## src/rtl/data_mem_arbiter.sv

```systemverilog
// Two-port data memory arbiter.
// Port 0 (pipeline MEM stage) normally wins. Port 1 (debug/DMA) is forced
// through after MAX_WAIT consecutive denied cycles, so it cannot starve.
// Grants and memory drive are combinational. Read data is captured one
// cycle after the grant into a per-port register, with a one-cycle rvalid.
module data_mem_arbiter #(
  parameter int DATA_W   = 16,
  parameter int ADDR_W   = 16,
  parameter int MAX_WAIT = 4
) (
  input  logic              clk,
  input  logic              rst,
  input  logic              p0_req,
  input  logic              p0_we,
  input  logic [ADDR_W-1:0] p0_addr,
  input  logic [DATA_W-1:0] p0_wdata,
  input  logic              p1_req,
  input  logic              p1_we,
  input  logic [ADDR_W-1:0] p1_addr,
  input  logic [DATA_W-1:0] p1_wdata,
  output logic              p0_gnt,
  output logic              p1_gnt,
  output logic [DATA_W-1:0] p0_rdata,
  output logic [DATA_W-1:0] p1_rdata,
  output logic              p0_rvalid,
  output logic              p1_rvalid,
  output logic [ADDR_W-1:0] mem_access_addr,
  output logic [DATA_W-1:0] mem_write_data,
  output logic              mem_write_en,
  input  logic [DATA_W-1:0] mem_read_data
);

  // Four bits cover the full legal MAX_WAIT range of 1..15.
  localparam int CNT_W = 4;
  localparam logic [CNT_W-1:0] WAIT_LIMIT = CNT_W'(MAX_WAIT);

  logic [CNT_W-1:0] wait_cnt;
  logic             force_p1;

  // Port 1 has waited long enough and takes this cycle even over port 0.
  assign force_p1 = p1_req && (wait_cnt == WAIT_LIMIT);

  // Fixed priority to port 0, except when port 1 is forced; nothing is
  // granted while reset is held.
  always_comb begin
    p0_gnt = 1'b0;
    p1_gnt = 1'b0;
    if (rst) begin
      if (force_p1) begin
        p1_gnt = 1'b1;
      end else if (p0_req) begin
        p0_gnt = 1'b1;
      end else if (p1_req) begin
        p1_gnt = 1'b1;
      end
    end
  end

  // Route the granted port to memory; an idle cycle drives all zeros.
  always_comb begin
    mem_access_addr = '0;
    mem_write_data  = '0;
    mem_write_en    = 1'b0;
    if (p0_gnt) begin
      mem_access_addr = p0_addr;
      mem_write_data  = p0_wdata;
      mem_write_en    = p0_we;
    end else if (p1_gnt) begin
      mem_access_addr = p1_addr;
      mem_write_data  = p1_wdata;
      mem_write_en    = p1_we;
    end
  end

  // Count consecutive denied port-1 cycles, saturating at the limit.
  always_ff @(posedge clk or negedge rst) begin
    if (!rst) begin
      wait_cnt <= '0;
    end else if (!p1_req || p1_gnt) begin
      wait_cnt <= '0;
    end else if (wait_cnt != WAIT_LIMIT) begin
      wait_cnt <= wait_cnt + CNT_W'(1);
    end
  end

  // Capture port-0 read data and pulse its rvalid one cycle after the grant.
  always_ff @(posedge clk or negedge rst) begin
    if (!rst) begin
      p0_rdata  <= '0;
      p0_rvalid <= 1'b0;
    end else if (p0_gnt && !p0_we) begin
      p0_rdata  <= mem_read_data;
      p0_rvalid <= 1'b1;
    end else begin
      p0_rvalid <= 1'b0;
    end
  end

  // Capture port-1 read data and pulse its rvalid one cycle after the grant.
  always_ff @(posedge clk or negedge rst) begin
    if (!rst) begin
      p1_rdata  <= '0;
      p1_rvalid <= 1'b0;
    end else if (p1_gnt && !p1_we) begin
      p1_rdata  <= mem_read_data;
      p1_rvalid <= 1'b1;
    end else begin
      p1_rvalid <= 1'b0;
    end
  end

endmodule

```

## config.mk

```make
export PLATFORM = sky130hd
export DESIGN_NAME = data_mem_arbiter
export DESIGN_NICKNAME = d
export VERILOG_FILES = /design/src/rtl/data_mem_arbiter.sv
export SDC_FILE = /design/constraint.sdc
export NUM_CORES = 1
export LEC_CHECK = 0
export CAP_MARGIN = 10
export CORE_UTILIZATION = 30
export CTS_BUF_LIST = sky130_fd_sc_hd__clkbuf_4
export CTS_CLUSTER_SIZE = 16
export DETAILED_ROUTE_END_ITERATION = 8
export HOLD_SLACK_MARGIN = 0.1
export PLACE_DENSITY = 0.78
export SYNTH_ARGS = -nofsm -noshare
export SYNTH_HDL_FRONTEND = slang
export SYNTH_SLANG_ARGS = --single-unit
export TNS_END_PERCENT = 50
```

## constraint.sdc

```tcl
create_clock -name clk -period 2 [get_ports clk]
set_clock_uncertainty 0.05 [all_clocks]
set_input_delay 0.3 -clock clk [delete_from_list [all_inputs] [get_ports clk]]
set_output_delay 0.3 -clock clk [all_outputs]
set_load 0.05 [all_outputs]
```

; ---- Yosys cells after proc, flatten, opt, wreduce, memory -nomap -nowiden
; Index checks and enable logic that the tools add are counted.
[classes]
n_addsub = 1
n_mul = 0
div_mod_pow = 0
magnitude_cmp = 0
n_eq_ne = 2
shifts = 0
n_mux = 17
n_bitwise = 0
n_reduce_logical = 8
[ops]
columns = cell, n
row1 = $mux 16, 4
row2 = $mux 1, 11
row3 = $mux 4, 2
row4 = $add 4x1->4 const B, 1
row5 = $eq 4x3->1 const B, 1
row6 = $ne 4x3->1 const B, 1
row7 = $logic_and 1x1->1, 3
row8 = $logic_not 1->1, 3
row9 = $reduce_bool 2->1, 1
row10 = $logic_or 1x1->1, 1
[totals]
regBits = 38
latchBits = 0
ram_bits = 0
mem_bits_ro = 0
output_inout_bits = 69
elab_cells = 33
mem_count = 0

; ---- Logic depth before layout (Yosys ltp)
; Gate-level depths: netlist of run 1.
[depth]
ltp_word = 6
ltp_mapped = 6

; ---- Worst setup path before layout of run 1
; No wires, ideal clock.
[synth_path]
kind = register to output
startpoint = reg wait_cnt[0]
endpoint = out mem_access_addr[0]
arrival_time_ns = 2.009
slack_ns = -0.359
stages_incl_launch_ff = 7
n_path_buf = 1
cell_sequence = dfrtp_1 inv_1 ha_1 and3b_1 a21oi_2 buf_2 a22o_1
[synth_via]
word_cells_on_any_way = 8
classes_between = eq/ne: 1 / mux: 6 / reduce/logical: 1
[synth_rtl]
columns = element, line_no
row1 = start: declaration, 37  ; logic [CNT_W-1:0] wait_cnt;
row2 = start signal: assignment, 82  ; wait_cnt <= wait_cnt + CNT_W'(1);
row3 = $eq 4x3->1, 41  ; assign force_p1 = p1_req && (wait_cnt == WAIT_LIMIT);
row4 = $logic_and 1x1->1, 41
row5 = $mux 1, 49  ; if (force_p1) begin
row6 = $mux 1, 48  ; if (rst) begin
row7 = net p0_gnt, 21  ; output logic p0_gnt,
row8 = $mux 16, 64  ; if (p0_gnt) begin
row9 = end: declaration, 27  ; output logic [ADDR_W-1:0] mem_access_addr,
; The timed path passes the listed nets, and every way through them passes these cells.

; ---- Worst setup path after layout of run 1
[layout_path]
startpoint = reg wait_cnt[0]
endpoint = out mem_access_addr[8]
[layout_via]
elab_chain_cells = 6
word_cells_on_any_way = 8
classes_between = eq/ne: 1 / mux: 6 / reduce/logical: 1
[layout_lines]
columns = element, line_no
row1 = $eq 4x3->1 (*), 41
row2 = $logic_and 1x1->1 (*), 41
row3 = $mux 1, 49
row4 = $mux 1, 48
row5 = $mux 16, 68  ; end else if (p1_gnt) begin
row6 = $mux 16 (*), 64
; Mark *: on every way between the ends. The rest lies on a longest branch, timed or not.

==> impl_metrics.toml, run 1 <==
[run_status]
outcome = "finished, violations left"
violations = "negative setup slack"

[power]
leakagePower_nw = 2.004
cell_internal_pwr_mw = 1.915
power_frac_comb_pct = 57.2
ir_drop_mv = 0.6088
finalPower_mw = 3.230
netSwitchingFraction_pct = 40.69
power_frac_clock_pct = 11.8
p_sw_mw = 1.314
seqPwrFrac_pct = 30.9
power_density_nw_per_um2 = 699.5

[final_layout]
n_fill_cell = 385
diodes = 0
drive_gt1_share_pct = 45.65
nets = 409
finalInstanceArea_sq_um = 4617
syn_to_final_growth_pct = 142.4

[min_path]
hold_path.class = "flip-flop to flip-flop"

[setup_path]
arrival_ps = 1920
cp.required_ps = 1650
slowest_delay_ps = 380
critical_path_class = "flip-flop to output port"
crit_chain = "inv_2 > ha_4 > and3b_2 > a21oi_4 > buf_4 > a22o_4 > buf_12"
crit_fanout = 6
start_kind = "flip-flop"
worstSetupEndpointType = "output port"
crit_slowest_cell = "dfrtp_1"

[timing]
period_minus_slack_ps = 2270
setup_violations = 35
grt_setup_unrepaired = "true"
max_slew.worst_pin.slew_ps = 532.0
clock.fmax_mhz = 440.6
slew_violations = 0
min_period_over_period_pct = 113.5
fin_ws_ps = -269.5
slew_headroom_pct = 64.42
hold_viol_final = 0

[logic_synthesis]
synth-main-ff-cell = "dfrtp_1"
syn_area_sq_um = 1904
syn-num-nets = 226
synth_xor_area_share_pct = 0.9198
yosysTopAreaCell = "dfrtp_1"
synth_compound_area_share_pct = 20.04
synth_top_family_by_area = "multiplexers"
synth_seq_area_share_pct = 49.93
synth_area_leaders = "dfrtp_1 50%, a22o_1 15%, mux2_2 14%"
ys_warn_count = 0
synth_seq_cells = 38
synthMuxAreaShare_pct = 20.70
synthSimpleGateAreaFrac_pct = 3.088
avgSynthCellArea_sq_um = 13.80
synth_edf_count = 0
synth-adder-area-share_pct = 1.314
synthArstFlopShare_pct = 100.0
synth_top_area_share_pct = 49.93
synth_common_cells = "38 x dfrtp_1, 33 x a22o_1, 23 x mux2_2"
synth_cell_type_count = 23
synthCells = 138
synth.most_common_cell = "dfrtp_1"

[floorplan]
die_width_um = 81.67
die_area_sq_um = 6670
die_h_um = 81.67
initial_utilization_pct = 31.60
core_sq_um = 6026
rows = 28
ioPinCount = 155

[run]
maxCapViolCount = 0

[clock_network]
clk_path_buf_depth = 2
clk_pin_slew_ps = 100
htree_levels = 2
cts-root-buf = "clkbuf_4"
cts.sinks = 38
clk-insertion-delay-late_ps = 330
numCtsBuffers = 5
cts_tree = "done"

[drt]
vias = 1955
drt_wl_total_mm = 7.868
drt_drc_violations_left = 0
initialDrtViolationCount = 42
wl_per_cell_um = 19.82
vias_per_cell = 4.924
first_pass_iters = 4
antenna_left = 0

[place]
port_buffers = 154
hpwl_mm = 5.418
placedInstanceArea_sq_um = 4153
place.gp.congestion = 0.8101

[grt]
grt_pass1_wl_mm = 10.20
grt_pass1_vias = 2064
grt_use_total_pct = 20.60
antenna_found_initial = 0
grt_max_degree = 41
grt.overflow.total = 0
worst max-delay path, delay by kind of cell, from the launching register on:
family                   cells  cell delay (ps)
adder cells (fa/ha/maj)      1              150
buffers and inverters        3              410
AND/OR/NAND/NOR              1              230
AO/OA/AOI/OAI                2              410
flip-flops                   1              380
final timing paths:
path	from	end	slack, ps	cells after the start
max	wait_cnt[0]$_DFFE_PN0P_	mem_access_addr[8]	-270	7
min	p0_rdata[12]$_DFFE_PN0P_	p0_rdata[12]$_DFFE_PN0P_	470	1
max reg2reg	wait_cnt[0]$_DFFE_PN0P_	p1_rdata[1]$_DFFE_PN0P_	20	9
min reg2reg	p0_rdata[12]$_DFFE_PN0P_	p0_rdata[12]$_DFFE_PN0P_	470	1
max in group asynchronous	rst	p0_rdata[0]$_DFFE_PN0P_	1080	3
min in group asynchronous	rst	p0_rdata[6]$_DFFE_PN0P_	540	3
through the flow:
step                utilization [%]  instances  setup WS, ps  setup TNS, ps  hold WS, ps
floorplan                         -        138        -54.62         -986.4       -45.59
detailed placement            68.92        379        -23.82         -204.7        398.4
global placement              68.92        379         15.31              0        400.1
global route                  76.62        397        -373.2         -12940        490.5
CTS                           72.49        393        -261.1          -7433        470.7
finish                        76.62        397        -269.5          -8305        467.1
cell families (layout without fill, tap and decap cells):
kind of cell,count (synthesis),in the layout
muxes,32,32
and+or+nand+nor,9,9
buffers and inverters,13,197
AOI/OAI and AO/OA,42,42
xor gates and xnor gates,2,2
DFF,38,38
adders and majority gates,2,2
layer usage:
layer	vias to the layer above	part of all wire [%]	GRT usage (%)
met3	7	8.7	6.556
met1	969	35	19.67
met4	0	1.3	6.491
met5	-	0	0
li1	894	-	-
met2	85	55	41.00
power by group through the flow:
stage / clock network (mW) / registers (mW) / logic [mW]
after detailed placement: 0 / 1.01 / 1.73
after global placement: 0 / 1.00 / 1.71
after global routing: 0.427 / 1.02 / 1.91
after floorplan: 0 / 1.51 / 0.443
final: 0.382 / 0.999 / 1.85
after CTS: 0.392 / 0.997 / 1.77
layout by cell type, fill, tap and decap left out, types with 2 or more instances in the layout:
cell	count
a211oi_4	2
a21oi_4	2
a22o_4	33
buf_12	40
buf_16	2
buf_4	15
buf_6	6
clkbuf_16	2
clkbuf_4	6
clkdlybuf4s50_1	118
dfrtp_1	38
inv_1	2
inv_2	2
mux2_2	16
mux2_4	16
nand2_1	4
nand3_1	2
o32ai_1	2
state kept, by name, indices dropped and copies added (netlist names):
| signal | cells |
|---|---|
| p0_rdata | 16 |
| p0_rvalid | 1 |
| wait_cnt | 4 |
| p1_rvalid | 1 |
| p1_rdata | 16 |
timing repair:
action / CTS / global route
hold buffers: 1 / 0
buffers inserted: 3 / 2
pin swaps: 13 / 9
gates cloned: 2 / 2
resized for setup: 13 / 32
endpoints found under the hold margin: 38 / 0
endpoints found under the setup margin: 35 / 60
final cells by class:
| class | instances | area (sq um) | share of cell area [%] |
|---|---|---|---|
| Clock inverter | 2 | 8.758 | 0.1897 |
| Clock buffer | 6 | 45.04 | 0.9756 |
| Timing Repair Buffer | 185 | 2282 | 49.43 |
| Inverter | 4 | 15.01 | 0.3252 |
| Multi-Input combinational cell | 87 | 1221 | 26.45 |
| Sequential cell | 38 | 950.9 | 20.60 |
| Tap cell | 75 | 93.84 | 2.033 |
No activity file was read; power rests on OpenSTA's default activity.
==> run 2, diff against run 1 <==
--- a/config.mk
+++ b/config.mk
@@ -10,7 +10,6 @@
 export CTS_BUF_LIST = sky130_fd_sc_hd__clkbuf_4
 export CTS_CLUSTER_SIZE = 16
 export DETAILED_ROUTE_END_ITERATION = 8
-export HOLD_SLACK_MARGIN = 0.1
 export PLACE_DENSITY = 0.78
 export SYNTH_ARGS = -nofsm -noshare
 export SYNTH_HDL_FRONTEND = slang
==> impl_metrics.toml, run 2 (synthesized netlist as in run 1, its figures left out) <==
[run_status]
outcome = "finished, violations left"
violations = "negative setup slack"

[timing]
period_minus_slack_ps = 2273
grt_setup_unrepaired = "true"
slew_headroom_pct = 64.51
slew_violations = 0
clock.fmax_mhz = 440.0
hold_viol_final = 0
fin_ws_ps = -273.0
min_period_over_period_pct = 113.6
max_slew.worst_pin.slew_ps = 530.7
setup_violations = 35

[clock_network]
cts_hold_buf = 0
clk-insertion-delay-late_ps = 330
cts_tree = "done"
clk_path_buf_depth = 2
numCtsBuffers = 5
cts-root-buf = "clkbuf_4"
cts.sinks = 38
clk_pin_slew_ps = 110
htree_levels = 2

[floorplan]
die_width_um = 81.67
die_h_um = 81.67
die_area_sq_um = 6670
ioPinCount = 155
initial_utilization_pct = 31.60
core_sq_um = 6026
rows = 28

[power]
power_density_nw_per_um2 = 701.0
ir_drop_mv = 0.5969
leakagePower_nw = 1.998
cell_internal_pwr_mw = 1.913
netSwitchingFraction_pct = 40.70
seqPwrFrac_pct = 30.9
p_sw_mw = 1.313
power_frac_comb_pct = 57.2
power_frac_clock_pct = 11.8

[setup_path]
cp.required_ps = 1650
arrival_ps = 1920
crit_slowest_cell = "dfrtp_1"
worstSetupEndpointType = "output port"
r2r_cells = 9
start_kind = "flip-flop"
crit_chain = "inv_2 > ha_4 > and3b_2 > a21oi_4 > buf_4 > a22o_4 > buf_12"
critical_path_class = "flip-flop to output port"
crit_fanout = 6
crit_family = "buffers and inverters"
rr_endpoint = "p1_rdata[1]$_DFFE_PN0P_"
r2r_setup_slack_ps = 10
r2r-start = "wait_cnt[0]$_DFFE_PN0P_"
critPathBufInv = 3
slowest_delay_ps = 380

[drt]
vias_per_cell = 4.924
drt_wl_total_mm = 7.850
wl_per_cell_um = 19.82
first_pass_iters = 4
drt_drc_violations_left = 0
vias = 1950
antenna_left = 0
initialDrtViolationCount = 52

[grt]
antenna_found_initial = 0
grt_pass1_vias = 2064
grt_use_total_pct = 20.60
grt_pass1_wl_mm = 10.20
grt.overflow.total = 0
grt_max_degree = 41

[final_layout]
finalInstanceArea_sq_um = 4603
reg.largest.list = "p0_rdata x16, p1_rdata x16, wait_cnt x4"
nets = 408
syn_to_final_growth_pct = 141.7
drive_gt1_share_pct = 45.79
fin_util_pct = 76.39
layout_common_cells = "118 x clkdlybuf4s50_1, 40 x buf_12, 38 x dfrtp_1, 33 x a22o_4"
diodes = 0
mostFrequentLayoutCell = "clkdlybuf4s50_1"

[min_path]
hold_path.class = "primary input to async pin"

[place]
placedInstanceArea_sq_um = 4153
place.gp.congestion = 0.8101
hpwl_mm = 5.418
port_buffers = 154

[run]
maxCapViolCount = 0
run 2: how the worst max path moves through the flow:
stage                                    endpoint                     from  cells after the start
final                          mem_access_addr[8]  wait_cnt[0]$_DFFE_PN0P_                      7
after global routing           mem_access_addr[8]  wait_cnt[1]$_DFFE_PN0P_                      7
after CTS                     mem_access_addr[15]  wait_cnt[0]$_DFFE_PN0P_                      9
after detailed placement  p1_rdata[6]$_DFFE_PN0P_                   p1_req                      6
after global placement    p0_rdata[3]$_DFFE_PN0P_                   p0_req                      6
after floorplan               mem_access_addr[12]  wait_cnt[0]$_DFFE_PN0P_                      6
run 2: power by group through the flow:
stage	Combinational (mW)	Clock, mW	Sequential [mW]
global placement	1.71	0	1.00
detailed placement	1.73	0	1.01
floorplan	0.443	0	1.51
CTS	1.77	0.392	0.997
global route	1.91	0.427	1.02
finish	1.85	0.382	0.999
run 2: cell type report:
type	count	area, sq um
Fill cell	383	1423
Tap cell	75	93.84
Multi-Input combinational cell	87	1221
Clock inverter	2	8.758
Clock buffer	6	45.04
Timing Repair Buffer	184	2268
Inverter	4	15.01
Sequential cell	38	950.9
run 2: timing repair:
action	in CTS	in global routing
pin swaps	13	9
buffers inserted	3	2
setup endpoints to repair	35	58
cloned	2	2
gates resized for setup	13	31
run 2: per-stage QoR:
| step | instances | setup slack, ps | setup TNS, ps | hold WS, ps | power, mW |
|---|---|---|---|---|---|
| global placement | 379 | 15.31 | 0 | 400.1 | 2.717 |
| CTS | 392 | -261.1 | -7433 | 25.57 | 3.161 |
| global route | 396 | -373.2 | -12910 | 66.60 | 3.358 |
| floorplan | 138 | -54.62 | -986.4 | -45.59 | 1.953 |
| detailed placement | 379 | -23.82 | -204.7 | 398.4 | 2.744 |
| finish | 396 | -273.0 | -8310 | 40.82 | 3.227 |
run 2: metal layers:
| layer | track usage, % | share of wire (%) | up-vias | wire length (um) |
|---|---|---|---|---|
| li1 | - | - | 891 | - |
| met1 | 19.67 | 35 | 969 | 2728 |
| met2 | 41.00 | 55 | 83 | 4348 |
| met3 | 6.556 | 8.6 | 7 | 673 |
| met4 | 6.491 | 1.3 | 0 | 100 |
| met5 | 0 | 0 | - | 0 |
==> run 3, diff against run 2 <==
--- a/config.mk
+++ b/config.mk
@@ -11,6 +11,7 @@
 export CTS_CLUSTER_SIZE = 16
 export DETAILED_ROUTE_END_ITERATION = 8
 export PLACE_DENSITY = 0.78
+export SETUP_SLACK_MARGIN = 0.5
 export SYNTH_ARGS = -nofsm -noshare
 export SYNTH_HDL_FRONTEND = slang
 export SYNTH_SLANG_ARGS = --single-unit
==> impl_metrics.toml, run 3 (synthesized netlist as in run 1, its figures left out) <==
[drt]
vias = 1984
initialDrtViolationCount = 61
drt_drc_violations_left = 0
drt_wl_total_mm = 7.657
antenna_left = 0
first_pass_iters = 4
vias_per_cell = 4.972
wl_per_cell_um = 19.19

[timing]
slew_violations = 0
period_minus_slack_ps = 2252
fin_ws_ps = -252.1
hold_viol_final = 0
slew_headroom_pct = 75.21
max_slew.worst_pin.slew_ps = 368.0
setup_violations = 52
grt_setup_unrepaired = "true"
clock.fmax_mhz = 444.0
min_period_over_period_pct = 112.6

[final_layout]
drive_gt1_share_pct = 56.17
layout_common_cells = "84 x clkdlybuf4s50_1, 39 x buf_12, 38 x dfrtp_1, 33 x a22o_4, 32 x clkdlybuf4s15_2"
diodes = 0
nets = 411
finalInstanceArea_sq_um = 4695
mostFrequentLayoutCell = "clkdlybuf4s50_1"
syn_to_final_growth_pct = 146.5
reg.largest.list = "p0_rdata x16, p1_rdata x16, wait_cnt x4"
fin_util_pct = 77.91

[setup_path]
worstSetupEndpointType = "output port"
cp.required_ps = 1650
crit_slowest_cell = "dfrtp_1"
cp-startpoint = "wait_cnt[1]$_DFFE_PN0P_"
slowest_delay_ps = 400
r2r_cells = 8
arrival_ps = 1900
critical_path_class = "flip-flop to output port"
r2r_setup_slack_ps = -150
crit_fanout = 8
start_kind = "flip-flop"
r2r-start = "wait_cnt[1]$_DFFE_PN0P_"
worstSetupEndpoint = "mem_access_addr[5]"
crit_chain = "inv_1 > ha_2 > nand3b_4 > a21oi_4 > buf_6 > buf_8 > a22o_4 > buf_12"
rr_endpoint = "p0_rdata[6]$_DFFE_PN0P_"

[power]
power_density_nw_per_um2 = 712.0
ir_drop_mv = 0.6791
leakagePower_nw = 2.089

[clock_network]
numCtsBuffers = 5
clk-insertion-delay-late_ps = 340
cts.sinks = 38
clk_pin_slew_ps = 120
cts_tree = "done"
cts-root-buf = "clkbuf_4"
clk_path_buf_depth = 2
htree_levels = 2

[floorplan]
die_h_um = 81.67
die_area_sq_um = 6670
die_width_um = 81.67
ioPinCount = 155
initial_utilization_pct = 31.60
core_sq_um = 6026
rows = 28

[grt]
grt.overflow.total = 0
grt_max_degree = 26
grt_use_total_pct = 21.75
antenna_found_initial = 0
grt_pass1_vias = 2040
grt_pass1_wl_mm = 10.64

[place]
hpwl_mm = 5.531
place.gp.congestion = 0.7152
port_buffers = 154
placedInstanceArea_sq_um = 4267

[min_path]
hold_path.class = "primary input to async pin"

[run_status]
outcome = "finished, violations left"
violations = "negative setup slack"

[run]
maxCapViolCount = 0
-- run 3: cell count changes in the layout (fill, tap and decap cells not counted), sizes merged --
cell	before	now
clkdlybuf4s50	118	84
clkdlybuf4s15	0	32
bufinv	0	1
dlygate4sd3	0	1
clkdlybuf4s18	0	1
buf	64	68
clkbuf	8	6
-- run 3: how the worst min path moves through the flow --
stage	endpoint	slack, ps	startpoint
floorplan	p0_rdata[0]$_DFFE_PN0P_	-50	rst
global placement	wait_cnt[1]$_DFFE_PN0P_	60	rst
detailed placement	wait_cnt[1]$_DFFE_PN0P_	60	rst
CTS	wait_cnt[1]$_DFFE_PN0P_	270	rst
global route	wait_cnt[1]$_DFFE_PN0P_	270	rst
finish	wait_cnt[1]$_DFFE_PN0P_	280	rst
-- run 3: timing repair --
action / in CTS / in global routing
hold buffers: 1 / 0
pin swaps: 3 / 2
gates resized for setup: 124 / 25
gates cloned: 0 / 2
endpoints found under the hold margin: 38 / 0
endpoints found under the setup margin: 101 / 74
setup buffers: 11 / 2
-- run 3: report_power, final --
group	leakage, nW	internal (mW)	switching [mW]
Sequential	0.462	0.914	0.0829
Combinational	1.58	0.836	0.998
Clock	0.0450	0.259	0.253
Total	2.09	2.01	1.33
-- run 3: layer usage --
layer / global-route usage, % / wire length (um) / up-vias
li1: - / - / 902
met1: 23.68 / 2855 / 977
met2: 40.75 / 3955 / 96
met3: 7.778 / 742 / 9
met4: 3.509 / 103 / 0
met5: 0 / 0 / -
-- run 3: stage by stage --
step | hold WS, ps | instances | TNS, ps | total power [mW] | setup slack [ps]
2_1_floorplan | -45.59 | 138 | 0 | 1.990 | 77.08
3_3_place_gp | 62.19 | 375 | -24.94 | 2.743 | -3.505
3_5_place_dp | 62.87 | 375 | -385.9 | 2.768 | -25.38
4_1_cts | 267.6 | 395 | -7765 | 3.291 | -249.0
5_1_grt | 265.9 | 399 | -13470 | 3.463 | -325.4
6_report | 279.2 | 399 | -9947 | 3.343 | -252.1
-- run 3: final cells by class --
| type | count | area, sq um |
|---|---|---|
| repair buffers | 187 | 2290 |
| fillers | 350 | 1331 |
| multi-input cells | 87 | 1267 |
| flip-flops and latches | 38 | 950.9 |
| well taps | 75 | 93.84 |
| clock inverters | 3 | 40.04 |
| clock buffers | 5 | 37.54 |
| inverters | 4 | 15.01 |
-- run 3: worst max-delay path, delay by kind of cell, from the launching register on --
family,cells,cell delay (ps)
compound gates,2,370
fa+ha+maj,1,210
buf+inv,4,470
flops,1,400
simple gates,1,110
